$ cat src/rtl/riscv_fetch_queue.sv
// riscv_fetch_queue: instruction fetch unit with a small decoupling queue.
// It issues sequential word reads to a one-cycle-latency instruction memory.
// Returned words are queued with their PCs, and the head is presented to the
// decode stage. A redirect flushes the queue and restarts fetch at a new target.
//
// Parameters:
//   RESET_PC   first fetch address after reset
//   DEPTH      queue entries (2, 4 or 8; must be a power of two)
//   NOP_INST   instruction shown on IF_INST while the queue is empty
// Ports:
//   CLK, RST      clock, asynchronous active-high reset
//   I_MEM_CSN     read strobe, active-low (this-cycle request)
//   I_MEM_ADDR    request byte address (always word aligned)
//   I_MEM_DI      read data, valid the cycle after a request
//   REDIRECT_EN   single-cycle redirect pulse from decode
//   REDIRECT_PC   redirect target (low two bits ignored)
//   ID_READY      decode consumes the head this cycle
//   IF_VALID      head entry valid
//   IF_INST       head instruction, NOP_INST when empty
//   IF_PC         head PC, zero when empty
module riscv_fetch_queue #(
    parameter logic [31:0] RESET_PC = 32'h0000_0000,
    parameter int unsigned DEPTH    = 4,
    parameter logic [31:0] NOP_INST = 32'h0000_0013
) (
    input  logic        CLK,
    input  logic        RST,
    output logic        I_MEM_CSN,
    output logic [31:0] I_MEM_ADDR,
    input  logic [31:0] I_MEM_DI,
    input  logic        REDIRECT_EN,
    input  logic [31:0] REDIRECT_PC,
    input  logic        ID_READY,
    output logic        IF_VALID,
    output logic [31:0] IF_INST,
    output logic [31:0] IF_PC
);

    localparam int unsigned PTR_W = $clog2(DEPTH);
    localparam int unsigned CNT_W = PTR_W + 1;

    logic [31:0]      pc;
    logic [31:0]      req_pc;
    logic             inflight;
    logic             discard;
    logic [PTR_W-1:0] wr_ptr;
    logic [PTR_W-1:0] rd_ptr;
    logic [CNT_W-1:0] count;

    logic [31:0] inst_mem [DEPTH];
    logic [31:0] pc_mem   [DEPTH];

    logic [CNT_W-1:0] occupancy;
    logic             issue;
    logic             push;
    logic             pop;
    logic             unused_redirect_lsb;

    assign unused_redirect_lsb = ^REDIRECT_PC[1:0];

    // Queued entries plus the outstanding request bound further issue.
    // A full queue can never overflow.
    assign occupancy = count + CNT_W'(inflight);
    assign issue     = !RST && !REDIRECT_EN && (occupancy < CNT_W'(DEPTH));
    assign push      = inflight && !discard && !REDIRECT_EN;
    assign pop       = (count != '0) && ID_READY && !REDIRECT_EN;

    assign I_MEM_CSN  = !issue;
    assign I_MEM_ADDR = pc;

    assign IF_VALID = (count != '0);
    assign IF_INST  = IF_VALID ? inst_mem[rd_ptr] : NOP_INST;
    assign IF_PC    = IF_VALID ? pc_mem[rd_ptr]   : 32'h0000_0000;

    // Control state: fetch PC, in-flight tracking, pointers and occupancy.
    always_ff @(posedge CLK or posedge RST) begin
        if (RST) begin
            pc       <= RESET_PC;
            req_pc   <= 32'h0000_0000;
            inflight <= 1'b0;
            discard  <= 1'b0;
            wr_ptr   <= '0;
            rd_ptr   <= '0;
            count    <= '0;
        end else if (REDIRECT_EN) begin
            // A word returning in this cycle is dropped through the push gating.
            // discard also marks any response that is still owed to the old stream.
            pc       <= {REDIRECT_PC[31:2], 2'b00};
            inflight <= 1'b0;
            discard  <= inflight;
            wr_ptr   <= '0;
            rd_ptr   <= '0;
            count    <= '0;
        end else begin
            inflight <= issue;
            discard  <= 1'b0;
            if (issue) begin
                req_pc <= pc;
                pc     <= pc + 32'd4;
            end
            if (push) begin
                wr_ptr <= wr_ptr + PTR_W'(1);
            end
            if (pop) begin
                rd_ptr <= rd_ptr + PTR_W'(1);
            end
            if (push && !pop) begin
                count <= count + CNT_W'(1);
            end else if (pop && !push) begin
                count <= count - CNT_W'(1);
            end
        end
    end

    // Queue storage: contents are qualified by count, so no reset is needed.
    always_ff @(posedge CLK) begin
        if (push) begin
            inst_mem[wr_ptr] <= I_MEM_DI;
            pc_mem[wr_ptr]   <= req_pc;
        end
    end

endmodule
$ cat config.mk
export PLATFORM = sky130hd
export DESIGN_NAME = riscv_fetch_queue
export DESIGN_NICKNAME = d
export VERILOG_FILES = /design/src/rtl/riscv_fetch_queue.sv
export SDC_FILE = /design/constraint.sdc
export NUM_CORES = 1
export LEC_CHECK = 0
export CORE_ASPECT_RATIO = 1.1
export CORE_MARGIN = 1.5
export CORE_UTILIZATION = 25
export DETAILED_ROUTE_END_ITERATION = 8
export HOLD_SLACK_MARGIN = 0.1
export PLACE_DENSITY = 0.51
export SYNTH_ARGS = -nofsm -noshare
export SYNTH_HDL_FRONTEND = slang
export SYNTH_SLANG_ARGS = --single-unit
$ cat constraint.sdc
create_clock -name CLK -period 3 [get_ports CLK]
set_clock_uncertainty 0.2 [all_clocks]
set_input_delay 0.6 -clock CLK [delete_from_list [all_inputs] [get_ports CLK]]
set_output_delay 0.6 -clock CLK [all_outputs]
set_load 0.01 [all_outputs]
[Word level (Yosys, flattened, before mapping)]
Memory sizes are Yosys's and may differ from the RTL's.
Index checks and enable logic that the tools add are counted.
Operators by class
  multiply operators: 0
  order comparisons: 1
  div/mod/pow operators: 0
  mux-type cells: 15
  reduce and logical (&&, ||, !) cells: 20
  bitwise operators: 1
  equal/unequal tests: 0
  $add $sub $neg: 6
  shift-type cells: 0
Operators by type and width (number)
  $mux W32: 4
  $add A32 B3 Y32 const B: 1
  $mux W3: 3
  $logic_and A1 B1 Y1: 8
  $mux W2: 4
  $logic_not A1 Y1: 6
  $reduce_bool A2 Y1: 3
  $reduce_bool A3 Y1: 2
  $add A2 B1 Y2 const B: 2
  $mux W1: 4
  $add A3 B1 Y3: 1
  $add A3 B1 Y3 const B: 1
  $lt A3 B3 Y1 const B: 1
  $sub A3 B1 Y3 const B: 1
  $reduce_and A2 Y1: 1
  $not A1 Y1: 1
Storage, ports and cells
  word-level logic and storage cells: 52
  bits of input ports: 68
  bits in registers: 73
  memories: 2
  bits in latches: 0
  RAM bits: 256
  output and inout port bits: 98
  bits in read-only memories: 0
Memory list
  inst_mem: depth 4, bits a word 32, rd ports 1, clocked after memory_dff 0, write ports 1, RTL line 50  | logic [31:0] inst_mem [DEPTH];
  pc_mem: depth 4, bits a word 32, rd ports 1, clocked after memory_dff 0, write ports 1, RTL line 51  | logic [31:0] pc_mem [DEPTH];

[Depth between registers and ports, before layout]
  word-level depth: 8
  gate-level depth with buffers: 8
  depth with buffers taken out: 8

[Worst setup path before layout]
Ideal clock, no wire load.
  path type: input to register
  start point: in REDIRECT_EN
  end point: mem inst_mem[0][0] (enable)
  arrival time: 2.463 ns
  stages: 3
  required time: 2.373 ns
  path buffers: 1
  library setup time: 0.427 ns
  path slack: -0.090 ns
  cell sequence: clkbuf_1 nor2_1 and2_1
On the way
  cells in the longest elaborated chain, start to end: 4
RTL lines
  start: declaration: RTL line 31  | input logic REDIRECT_EN,
  $logic_not A1 Y1: RTL line 65  | assign push = inflight && !discard && !REDIRECT_EN;
  $logic_and A1 B1 Y1: RTL line 65
  $mux W1: RTL line 117  | if (push) begin
  $mux W1 (not written as such): RTL line 118  | inst_mem[wr_ptr] <= I_MEM_DI;
  end: declaration: RTL line 50
No other way between the ends.

[Worst setup path after layout]
  start point: reg rd_ptr[0]
  end point: out IF_INST[1]
On the way
  cells in the longest elaborated chain, start to end: 2
RTL lines
  start: declaration: RTL line 47  | logic [PTR_W-1:0] rd_ptr;
  start signal: assignment: RTL line 105  | rd_ptr <= rd_ptr + PTR_W'(1);
  $mem_v2 Z4 W32
  $mux W32: RTL line 72  | assign IF_INST = IF_VALID ? inst_mem[rd_ptr] : NOP_INST;
  end: declaration: RTL line 35  | output logic [31:0] IF_INST,
No other way between the ends.

==> reports/metrics.csv <==
metric;value;unit
run status;finished, violations left;
failing checks;negative setup slack;
DRT Pass-1 Iters;4;
leakage power;5.92;nW
final hold violation count;0;
Max-Cap Viols;0;
Congestion Overflow GR;0;
hold_buf cts;0;
Net Sw Frac;28.8;%
WP data arrival;2.24;ns
first-pass GRT wire length;49000;um
final net count;1011;
area leader, netlist;edfxtp_1;
die width;218;um
DP Cell Count;1529;
most common cell after layout, fill and taps aside;edfxtp_1;
Port-buffer cells;159;
largest net degree at the start of global routing;60;
final worst slack;-0.0401;ns
Slew HR;61.8;%
clock-pin slew on the worst setup and hold paths;0.06;ns
Total GRT Usage;12.7;%
Final min period;3.04;ns
Initial DRC Count;331;
Die Ht;240;um
DR vias;7090;
total wire length;32700;um
cells after synthesis;710;
Seq pwr share;38.2;%
internal power;10.6;mW
Syn Area/Cell;17.9;sq um
antenna violations before repair;2;
share of layout cells above drive strength 1;33.7;%
post-synthesis cell area;12700;sq um
Synth cell types;42;
r2r startpoint;count[1];
multi-input logic area;3470;sq um
FF+latch area;9180;sq um
R2R Setup Slk;0.67;ns
CTS tree;built;
Root Driver;clkbuf_16;
CP startpoint kind;register;
met1 WL;14900;um
vias in the first global route;7608;
register area share after synthesis;72.1;%
post-synth top area share;58.5;%
die area;52200;sq um
Top Layer Used;met5;
Synth area leaders;edfxtp_1 59%, dfrtp_1 14%, mux4_2 11%;
flip-flop and latch count after synthesis;317;
Crit. End Element;output port;
ys async rst share;21.8;%
post-route ant nets;0;
worst min-delay path class;input pin to register;
routed vias/inst;4.36;
Post-synth EDFFs;248;
crit path max fanout;6;
Max Root-Sink Buffers;3;
TritonCTS Buffers;36;
fill count;4887;
I/O pin total;166;
Placement Rows;86;
fin cells;1625;
min-delay src;REDIRECT_EN;
P_sw;4.31;mW
CTS Sinks;317;
# H-tree levels;2;
Hold Crit Endpoint;wr_ptr[1];
FF-to-FF End;count[2];
Slew Limit Fails;0;
r2r worst-path depth;8;
maximum vdd drop;0.493;mV
Hold Path Depth;2;
DR WL met3;1680;um
met2 wire length;15500;um
drt wl/cell;20.1;um
clock share of power;28.1;%
worst skew pair latency;0.56;ns
layout overhead on the synthesized area;33.7;%
PD cells;880;nW/um^2
fmax;329;MHz
Final setup viols;5;
worst-margin pin slew;0.573;ns
Req. time, crit path;2.20;ns
Placer Congestion;0.746;
most frequent cells in the layout;248 x edfxtp_1, 95 x clkdlybuf4s50_1, 66 x dfrtp_1, 62 x mux4_2, 41 x buf_6;
crit path kind;register to output port;
Post-synth top flop;edfxtp_1;
RSZ-0062 raised after global routing;true;
Yosys Warn Count;0;
# diodes;0;
Core ar.;50100;sq um
Comb power frac;33.7;%
HPWL after DPL;19600;um
dpl ws;0.185;ns
Initial Util;25.4;%
DR DRC count;0;
final period utilization;101;%
## cells by family (layout without fill, tap and decap cells)
family,Yosys count,count (layout),share of synthesized area [%]
muxes,96,96,14.0
and+or+nand+nor,174,174,7.82
buffers and inverters,46,298,1.56
xor gates and xnor gates,31,31,2.13
AOI/OAI and AO/OA,39,39,1.72
adders and majority gates,6,6,0.649
DFF,317,317,72.1
other,1,4,0.0295
## synth_stat cells (all sizes together), types with 3 or more instances
cell    count
and2       67
mux2i       3
clkbuf     23
nand3      11
buf        14
nor2       11
mux4       62
nor3        3
o21ai      29
nor4        7
or2         3
nand2      39
xor2       21
a211oi      3
and3        6
edfxtp    248
xnor2      10
dfrtp      69
ha          5
inv         9
nand4      18
mux2       31
## worst max-delay path by stage
stage / from / to / slack (ns) / depth (start not counted)
3_5_place_dp: RST / I_MEM_CSN / 0.18 / 5
2_1_floorplan: RST / I_MEM_ADDR[10] / 0.46 / 1
4_1_cts: rd_ptr[0] / IF_PC[8] / -0.27 / 6
6_report: rd_ptr[0] / IF_INST[1] / -0.04 / 6
3_3_place_gp: RST / I_MEM_CSN / 0.18 / 5
5_1_grt: rd_ptr[0] / IF_INST[0] / -0.11 / 6
## layer usage
| layer | global-route usage [%] | vias to the layer above |
|---|---|---|
| met4 | 4.10 | 4 |
| met5 | 0 | - |
| li1 | - | 3208 |
| met2 | 20.5 | 187 |
| met3 | 2.67 | 49 |
| met1 | 17.1 | 3642 |
## timing repair
action,4_1_cts,5_1_grt
setup buffers,20,9
cloned,5,3
resized for setup,230,105
pin swaps,0,14
endpoints found under the setup margin,63,48
endpoints found under the hold margin,0,0
## registers in the layout, indices dropped and copies added (netlist names)
register,cells
inst_mem,128
pc_mem,120
I_MEM_ADDR,30
req_pc,30
count,3
rd_ptr,2
wr_ptr,2
discard,1
inflight,1
## metrics by stage
stage | setup TNS, ns | area (sq um) | power, mW | hold slack (ns) | utilization (%)
floorplan | 0 | 12700 | 7.83 | 0.270 | -
global placement | 0 | 15400 | 10.1 | 0.290 | 30.8
detailed placement | 0 | 15400 | 10.1 | 0.305 | 30.8
CTS | -5.69 | 16900 | 14.9 | 0.182 | 33.7
global route | -1.58 | 17000 | 15.8 | 0.208 | 33.9
finish | -0.101 | 17000 | 15.0 | 0.205 | 33.9
## layout make-up
type	instances	area share (%)
sequential	317	54.0
multi-input combinational	350	20.4
timing repair buffer	223	13.9
clock buffer	46	5.58
tap	660	4.86
clock inverter	20	1.04
inverter	9	0.199
## power by group through the flow
stage / registers [mW] / logic (mW) / clock network [mW]
6_report: 5.71 / 5.04 / 4.21
2_1_floorplan: 5.65 / 2.18 / 0
3_3_place_gp: 5.76 / 4.34 / 0
4_1_cts: 5.72 / 4.80 / 4.35
5_1_grt: 5.77 / 5.46 / 4.52
3_5_place_dp: 5.79 / 4.35 / 0
## critical path, cell delays in order, from the launching register on
cell and delay (ns):
dfrtp_4 0.54, buf_12 0.16, buf_6 0.12, buf_6 0.11
mux4_2 0.40, or2_4 0.25, buf_6 0.12
Note: power is estimated with default switching activity, not from simulation.
